**src/rtl/aim_pkg.sv**
```systemverilog
// Shared constants, ternary weight encodings and FSM states for the AIM pipeline.
// Latency: n/a (package).
// Backpressure: n/a (package).
package aim_pkg;

  localparam int N     = 128;         // pairs per frame
  localparam int ACT_W = 9;           // signed activation width
  localparam int CNT_W = 8;           // count width, 2**CNT_W > N
  localparam int IDX_W = $clog2(N);   // pair index / store rank width

  // Ternary weight encodings
  localparam logic [1:0] WGT_ZERO = 2'b00;
  localparam logic [1:0] WGT_POS  = 2'b01;
  localparam logic [1:0] WGT_NEG  = 2'b11;
  localparam logic [1:0] WGT_ILL  = 2'b10;

  typedef enum logic {
    FILL = 1'b0,
    HOLD = 1'b1
  } state_e;

  // True for a legal non-zero weight; the illegal code reads as zero.
  function automatic logic wgt_is_nz(input logic [1:0] w);
    logic nz;
    case (w)
      WGT_POS, WGT_NEG:  nz = 1'b1;
      WGT_ZERO, WGT_ILL: nz = 1'b0;
      default:           nz = 1'b0;
    endcase
    return nz;
  endfunction

endpackage

```
**src/rtl/aim_sparse_encoder_if.sv**
```systemverilog
// Pair stream in, held sparse frame out, plus the packed-store read port.
// Latency: n/a (bundle of wires).
// Backpressure: in_ready/out_ready carry flow control for the two streams.
interface aim_sparse_encoder_if;
  import aim_pkg::*;

  logic                    in_valid;
  logic                    in_ready;
  logic signed [ACT_W-1:0] in_act;
  logic [1:0]              in_wgt;
  logic                    in_last;

  logic                    out_valid;
  logic                    out_ready;
  logic [N-1:0]            act_index;
  logic [N-1:0]            wgt_index;
  logic [N-1:0]            and_index;
  logic [N-1:0]            wgt_neg;
  logic [CNT_W-1:0]        nnz_act;
  logic [CNT_W-1:0]        nnz_and;
  logic [IDX_W-1:0]        rd_addr;
  logic signed [ACT_W-1:0] rd_data;
  logic                    err;

  // Encoder side
  modport slave (
    input  in_valid, in_act, in_wgt, in_last, out_ready, rd_addr,
    output in_ready, out_valid, act_index, wgt_index, and_index, wgt_neg,
           nnz_act, nnz_and, rd_data, err
  );

  // Upstream feeder / downstream consumer side
  modport master (
    output in_valid, in_act, in_wgt, in_last, out_ready, rd_addr,
    input  in_ready, out_valid, act_index, wgt_index, and_index, wgt_neg,
           nnz_act, nnz_and, rd_data, err
  );

endinterface

```
**src/rtl/aim_act_store.sv**
```systemverilog
// N x ACT_W register file: one synchronous write port, one combinational read port.
// Latency: write visible the cycle after wr_en; read is same-cycle.
// Backpressure: none; writes are unconditional when wr_en is high.
module aim_act_store #(
  parameter int N     = 128,
  parameter int ACT_W = 9,
  parameter int AW    = $clog2(N)
) (
  input  logic                    clk,
  input  logic                    wr_en,
  input  logic [AW-1:0]           wr_addr,
  input  logic signed [ACT_W-1:0] wr_data,
  input  logic [AW-1:0]           rd_addr,
  output logic signed [ACT_W-1:0] rd_data
);

  logic signed [ACT_W-1:0] mem [N];

  // Contents are don't-care after reset, so the array carries no reset.
  always_ff @(posedge clk) begin
    if (wr_en) begin
      mem[wr_addr] <= wr_data;
    end
  end

  assign rd_data = mem[rd_addr];

endmodule

```
**src/rtl/aim_sparse_encoder.sv**
```systemverilog
// Builds activation/weight/match/sign bitmaps and a packed non-zero activation store per frame.
// Latency: one pair per cycle; out_valid rises on the edge accepting the final pair.
// Backpressure: in_ready low while a finished frame is held; one bubble cycle after out_ready.
module aim_sparse_encoder
  import aim_pkg::*;
(
  input logic                clk,
  input logic                rst_n,
  aim_sparse_encoder_if.slave bus
);

  state_e           state_q, state_d;
  logic [IDX_W-1:0] idx_q;
  logic [N-1:0]     act_index_q, wgt_index_q, wgt_neg_q;
  logic [CNT_W-1:0] nnz_act_q, nnz_and_q;
  logic             err_q;

  logic accept, frame_end, clear;
  logic act_nz, wgt_nz, wgt_neg_in, wgt_ill, at_last_slot, overrun;
  logic store_we;

  // Classify the incoming pair
  always_comb begin
    act_nz       = (bus.in_act != '0);
    wgt_nz       = wgt_is_nz(bus.in_wgt);
    wgt_neg_in   = (bus.in_wgt == WGT_NEG);
    wgt_ill      = (bus.in_wgt == WGT_ILL);
    at_last_slot = (idx_q == IDX_W'(N - 1));
    overrun      = at_last_slot & ~bus.in_last;
  end

  // State register
  always_ff @(posedge clk or negedge rst_n) begin
    if (!rst_n) begin
      state_q <= FILL;
    end else begin
      state_q <= state_d;
    end
  end

  // Next state and handshake outputs; a frame also closes when the last slot fills
  always_comb begin
    state_d       = state_q;
    accept        = 1'b0;
    frame_end     = 1'b0;
    clear         = 1'b0;
    bus.in_ready  = 1'b0;
    bus.out_valid = 1'b0;
    case (state_q)
      FILL: begin
        bus.in_ready = 1'b1;
        accept       = bus.in_valid;
        frame_end    = accept & (bus.in_last | at_last_slot);
        if (frame_end) begin
          state_d = HOLD;
        end
      end
      HOLD: begin
        bus.out_valid = 1'b1;
        clear         = bus.out_ready;
        if (clear) begin
          state_d = FILL;
        end
      end
      default: state_d = FILL;
    endcase
  end

  // Bitmaps, counts and pair pointer; cleared on handoff, updated on accept
  always_ff @(posedge clk or negedge rst_n) begin
    if (!rst_n) begin
      idx_q       <= '0;
      act_index_q <= '0;
      wgt_index_q <= '0;
      wgt_neg_q   <= '0;
      nnz_act_q   <= '0;
      nnz_and_q   <= '0;
    end else if (clear) begin
      idx_q       <= '0;
      act_index_q <= '0;
      wgt_index_q <= '0;
      wgt_neg_q   <= '0;
      nnz_act_q   <= '0;
      nnz_and_q   <= '0;
    end else if (accept) begin
      act_index_q[idx_q] <= act_nz;
      wgt_index_q[idx_q] <= wgt_nz;
      wgt_neg_q[idx_q]   <= wgt_neg_in;
      nnz_act_q          <= nnz_act_q + {{(CNT_W-1){1'b0}}, act_nz};
      nnz_and_q          <= nnz_and_q + {{(CNT_W-1){1'b0}}, act_nz & wgt_nz};
      idx_q              <= idx_q + 1'b1;
    end
  end

  // Sticky error: illegal weight code or a full frame without in_last
  always_ff @(posedge clk or negedge rst_n) begin
    if (!rst_n) begin
      err_q <= 1'b0;
    end else if (accept & (wgt_ill | overrun)) begin
      err_q <= 1'b1;
    end
  end

  // Non-zero activations pack into the store at the current rank
  assign store_we = accept & act_nz;

  aim_act_store #(
    .N     (N),
    .ACT_W (ACT_W),
    .AW    (IDX_W)
  ) u_act_store (
    .clk     (clk),
    .wr_en   (store_we),
    .wr_addr (nnz_act_q[IDX_W-1:0]),
    .wr_data (bus.in_act),
    .rd_addr (bus.rd_addr),
    .rd_data (bus.rd_data)
  );

  assign bus.act_index = act_index_q;
  assign bus.wgt_index = wgt_index_q;
  assign bus.and_index = act_index_q & wgt_index_q;
  assign bus.wgt_neg   = wgt_neg_q;
  assign bus.nnz_act   = nnz_act_q;
  assign bus.nnz_and   = nnz_and_q;
  assign bus.err       = err_q;

endmodule

```
**src/flat_wrapper.sv**
```systemverilog
// flat-port wrapper written by rule: the top's interface ports become plain ports
module aim_sparse_encoder_flat import aim_pkg::*;
  (clk, rst_n, bus_in_valid, bus_in_act, bus_in_wgt, bus_in_last, bus_out_ready, bus_rd_addr, bus_in_ready, bus_out_valid, bus_act_index, bus_wgt_index, bus_and_index, bus_wgt_neg, bus_nnz_act, bus_nnz_and, bus_rd_data, bus_err);
  aim_sparse_encoder_if bus_i ();
  input logic clk;
  input logic rst_n;
  input wire logic [$bits(bus_i.in_valid)-1:0] bus_in_valid;
  input wire logic [$bits(bus_i.in_act)-1:0] bus_in_act;
  input wire logic [$bits(bus_i.in_wgt)-1:0] bus_in_wgt;
  input wire logic [$bits(bus_i.in_last)-1:0] bus_in_last;
  input wire logic [$bits(bus_i.out_ready)-1:0] bus_out_ready;
  input wire logic [$bits(bus_i.rd_addr)-1:0] bus_rd_addr;
  output wire logic [$bits(bus_i.in_ready)-1:0] bus_in_ready;
  output wire logic [$bits(bus_i.out_valid)-1:0] bus_out_valid;
  output wire logic [$bits(bus_i.act_index)-1:0] bus_act_index;
  output wire logic [$bits(bus_i.wgt_index)-1:0] bus_wgt_index;
  output wire logic [$bits(bus_i.and_index)-1:0] bus_and_index;
  output wire logic [$bits(bus_i.wgt_neg)-1:0] bus_wgt_neg;
  output wire logic [$bits(bus_i.nnz_act)-1:0] bus_nnz_act;
  output wire logic [$bits(bus_i.nnz_and)-1:0] bus_nnz_and;
  output wire logic [$bits(bus_i.rd_data)-1:0] bus_rd_data;
  output wire logic [$bits(bus_i.err)-1:0] bus_err;
  assign bus_i.in_valid = bus_in_valid;
  assign bus_i.in_act = bus_in_act;
  assign bus_i.in_wgt = bus_in_wgt;
  assign bus_i.in_last = bus_in_last;
  assign bus_i.out_ready = bus_out_ready;
  assign bus_i.rd_addr = bus_rd_addr;
  assign bus_in_ready = bus_i.in_ready;
  assign bus_out_valid = bus_i.out_valid;
  assign bus_act_index = bus_i.act_index;
  assign bus_wgt_index = bus_i.wgt_index;
  assign bus_and_index = bus_i.and_index;
  assign bus_wgt_neg = bus_i.wgt_neg;
  assign bus_nnz_act = bus_i.nnz_act;
  assign bus_nnz_and = bus_i.nnz_and;
  assign bus_rd_data = bus_i.rd_data;
  assign bus_err = bus_i.err;
  aim_sparse_encoder u_core (.clk(clk), .rst_n(rst_n), .bus(bus_i));
endmodule
```
**config.mk**
```make
export PLATFORM = sky130hd
export DESIGN_NAME = aim_sparse_encoder_flat
export DESIGN_NICKNAME = d
export VERILOG_FILES = /design/src/rtl/aim_pkg.sv /design/src/rtl/aim_sparse_encoder_if.sv /design/src/rtl/aim_act_store.sv /design/src/rtl/aim_sparse_encoder.sv /design/src/flat_wrapper.sv
export SDC_FILE = /design/constraint.sdc
export NUM_CORES = 2
export LEC_CHECK = 0
export ABC_AREA = 1
export ABC_CLOCK_PERIOD_IN_PS = 2100
export CAP_MARGIN = 5
export CORE_MARGIN = 1.5
export CORE_UTILIZATION = 55
export DETAILED_ROUTE_END_ITERATION = 16
export PLACE_DENSITY = 0.72
export SETUP_SLACK_MARGIN = 0.02
export SLEW_MARGIN = 25
export SYNTH_ARGS = -nofsm -noshare
export SYNTH_HDL_FRONTEND = slang
export SYNTH_SLANG_ARGS = --single-unit
export TNS_END_PERCENT = 10
```
**constraint.sdc**
```tcl
create_clock -name clk -period 2.1 [get_ports clk]
set_input_delay 0.21 -clock clk [delete_from_list [all_inputs] [get_ports clk]]
set_output_delay 0.21 -clock clk [all_outputs]
set_load 0.1 [all_outputs]
```
==> flow_metrics.env <==
export IMPL_root_buffer="clkbuf_16"
export IMPL_postLayoutCoreUtil=0.708
export IMPL_drv_slew=0
export IMPL_synth_main_ff_cell="edfxtp_1"
export IMPL_synth_edf_count=1152
export IMPL_max_freq_mhz=401
export IMPL_synth_fp_nets=5974
export IMPL_syn2layout_area_growth_pct=27.2
export IMPL_insertion_delay_ns=0.78
export IMPL_p_per_area_nw_per_um2=862
export IMPL_numCtsBuffers=160
export IMPL_ir_drop_uv=889
export IMPL_whs_ns=0.0595
export IMPL_drive_gt1_frac=0.279
export IMPL_synth_top_area_cell="edfxtp_1"
export IMPL_wirelength_um=212000
export IMPL_multi_input_area_um2=20600
export IMPL_instances_no_fill=8363
export IMPL_fin_skew_ns=0.0188
export IMPL_grt_first_pass_wirelength_um=308000
export IMPL_worst_pin_slew_ns=1.06
export IMPL_h_tree_depth=4
export IMPL_min_period_over_period=1.19
export IMPL_drtPass1Iterations=6
export IMPL_synth_top_cell_area_share=0.533
export IMPL_seq_area_frac_synth=0.691
export IMPL_wl_per_cell_um=25.3
export IMPL_num_fill_cells=7896
export IMPL_die_h_um=346
export IMPL_drc=0
export IMPL_clock_sinks=1561
export IMPL_synthArstFlopShare=0.262
export IMPL_clk_path_buf_depth=3
export IMPL_grt_max_degree=111
export IMPL_rsz0062_at_grt="true"
export IMPL_diodes=0
export IMPL_ys_top_cells_by_area="edfxtp_1 (53%), dfrtp_1 (16%), nand2_1 (10%)"
export IMPL_start_kind="register"
export IMPL_synth_most_common_cell="nand2_1"
export IMPL_die_w_um=346
export IMPL_violations="negative setup slack"
export IMPL_p_leak_uw=0.0334
export IMPL_io_pins=563
export IMPL_fin_ws_ns=-0.394
export IMPL_die_area_um2=120000
export IMPL_gp_congestion=0.966
export IMPL_port_buffers=562
export IMPL_globalRouteOverflowTotal=0
export IMPL_crit_fanout=1
export IMPL_status="complete, but fails checks"
export IMPL_first_global_vias=47800
export IMPL_dp_hpwl_um=141000
export IMPL_required_ns=1.89
export IMPL_yosys_warnings=0
export IMPL_drtIter0Drc=6006
export IMPL_ys_ff_latch=1561
export IMPL_syn_avg_cell_area_um2=10.9
export IMPL_std_cell_rows=125
export IMPL_vias=50200
export IMPL_path_clk_slew_ns=0.06
export IMPL_cap_violations=0
export IMPL_tritoncts="yes"
export IMPL_ant_nets=0
export IMPL_worstPathArrival_ns=2.28
export IMPL_setup_violations=10
export IMPL_synth_common_cells="nand2_1 (1806), nand3_1 (1204), edfxtp_1 (1152)"
export IMPL_dpl_cell_count=8065
export IMPL_hold_path_class="in2reg"
export IMPL_fin_nets=6734
export IMPL_core_area_um2=117000
export IMPL_initial_utilization=0.557
export IMPL_period_minus_slack_ns=2.49
export IMPL_grt_util_all_layers=0.345
export IMPL_slew_headroom=0.293
export IMPL_synth_area_um2=64900
export IMPL_syn_inst=5946
export IMPL_ys_types=41
export IMPL_crit_type="reg2out"
export IMPL_drt_vias_per_instance=6.00
export IMPL_final_hold_viol_count=0
export IMPL_totalNegativeSetupSlack_ns=-3.22
export IMPL_register_area_um2=44800
export IMPL_crit_path_end_kind="output pin"
export IMPL_dp_slack_ns=-0.813
export IMPL_antenna_found_initial=6
-- worst paths after layout --
check / startpoint / to / slack (ns) / depth (start not counted)
max reg2reg: u_core.state_q / u_core.bus.wgt_neg[44] / -0.01 / 11
min in group asynchronous: rst_n / u_core.bus.wgt_neg[92] / 0.14 / 3
max in group asynchronous: rst_n / u_core.bus.wgt_neg[27] / 1.54 / 3
min: bus_in_last / u_core.bus.err / 0.06 / 2
min reg2reg: u_core.bus.err / u_core.bus.err / 0.48 / 2
max: u_core.u_act_store.mem[91][1] / bus_rd_data[1] / -0.39 / 11
-- power by group --
| part | total, uW | switching, uW | leakage (uW) | internal (uW) |
|---|---|---|---|---|
| logic | 8580 | 6290 | 0.0148 | 2290 |
| clock network | 28800 | 12000 | 0.00260 | 16900 |
| registers | 33700 | 246 | 0.0160 | 33500 |
| total | 71100 | 18500 | 0.0334 | 52600 |
-- final cells by class --
type	count	area share
repair buffers	957	0.108
flip-flops and latches	1561	0.543
multi-input cells	3783	0.249
clock buffers	222	0.0545
well taps	1524	0.0231
clock inverters	73	0.00993
inverters	243	0.0118
-- per-layer routing --
layer	routed length, um	GRT usage	vias up
li1	-	-	22100
met1	81100	0.473	24600
met2	97700	0.529	2950
met3	22800	0.0825	530
met4	10100	0.150	6
met5	41	0	-
-- timing repair --
action	CTS	global route
setup endpoints to repair	716	474
resized for setup	302	328
setup buffers	1	0
endpoints found under the hold margin	409	0
hold buffers	2	0
pin swaps	96	192
-- cell families (layout without fill, tap and decap cells) --
kind of cell	after synthesis	count (layout)	share of synthesized area
AND/OR/NAND/NOR	3306	3306	0.222
AO/OA/AOI/OAI	471	471	0.0434
multiplexers	1	1	0.000174
buffers and inverters	602	1495	0.0426
adder cells (fa/ha/maj)	5	5	0.000964
flip-flops	1561	1561	0.691
-- metrics by stage --
step           instance area (um^2)  total power [uW]
6_report                      82500             71100
3_5_place_dp                  74400             42200
2_1_floorplan                 65400             38600
3_3_place_gp                  74400             42000
4_1_cts                       81000             70800
5_1_grt                       82500             72800
-- registers in the layout, indices dropped and copies added, names as in the netlist --
register                count
u_core.u_act_store.mem   1152
u_core.bus.act_index      128
u_core.bus.wgt_index      128
u_core.bus.wgt_neg        128
u_core.bus.nnz_act          8
u_core.bus.nnz_and          8
u_core.idx_q                7
u_core.bus.err              1
u_core.state_q              1
-- placed cells by master, fill, tap and decap left out, drive strengths merged --
master and n:
nor3 6, nand4 9, clkdlybuf4s50 8, ha 5, nor2 266, mux2 1, clkbuf 222, inv 245
a22o 3, o32ai 1, o22ai 3, o31ai 96, buf 948, a21oi 57, a31o 1, a22oi 1
bufinv 15, a31oi 2, nor4 1, edfxtp 1152, dlygate4sd3 1, a32o 27, dfrtp 409, nand3 1207
o41ai 2, o21ai 278, nand2 1817, clkinv 56
-- worst max-delay path, cell delays in order, from the launching register on --
cell      delay (ns)
edfxtp_1        0.36
nand2_1         0.09
nand3_2         0.10
nand3_1         0.11
nand3_2         0.13
nand2_2         0.16
nand2_2         0.07
nand3_2         0.12
nand2_2         0.08
nand2_2         0.06
nand2_2         0.07
buf_12          0.17
No activity file was read; power rests on OpenSTA's default activity.
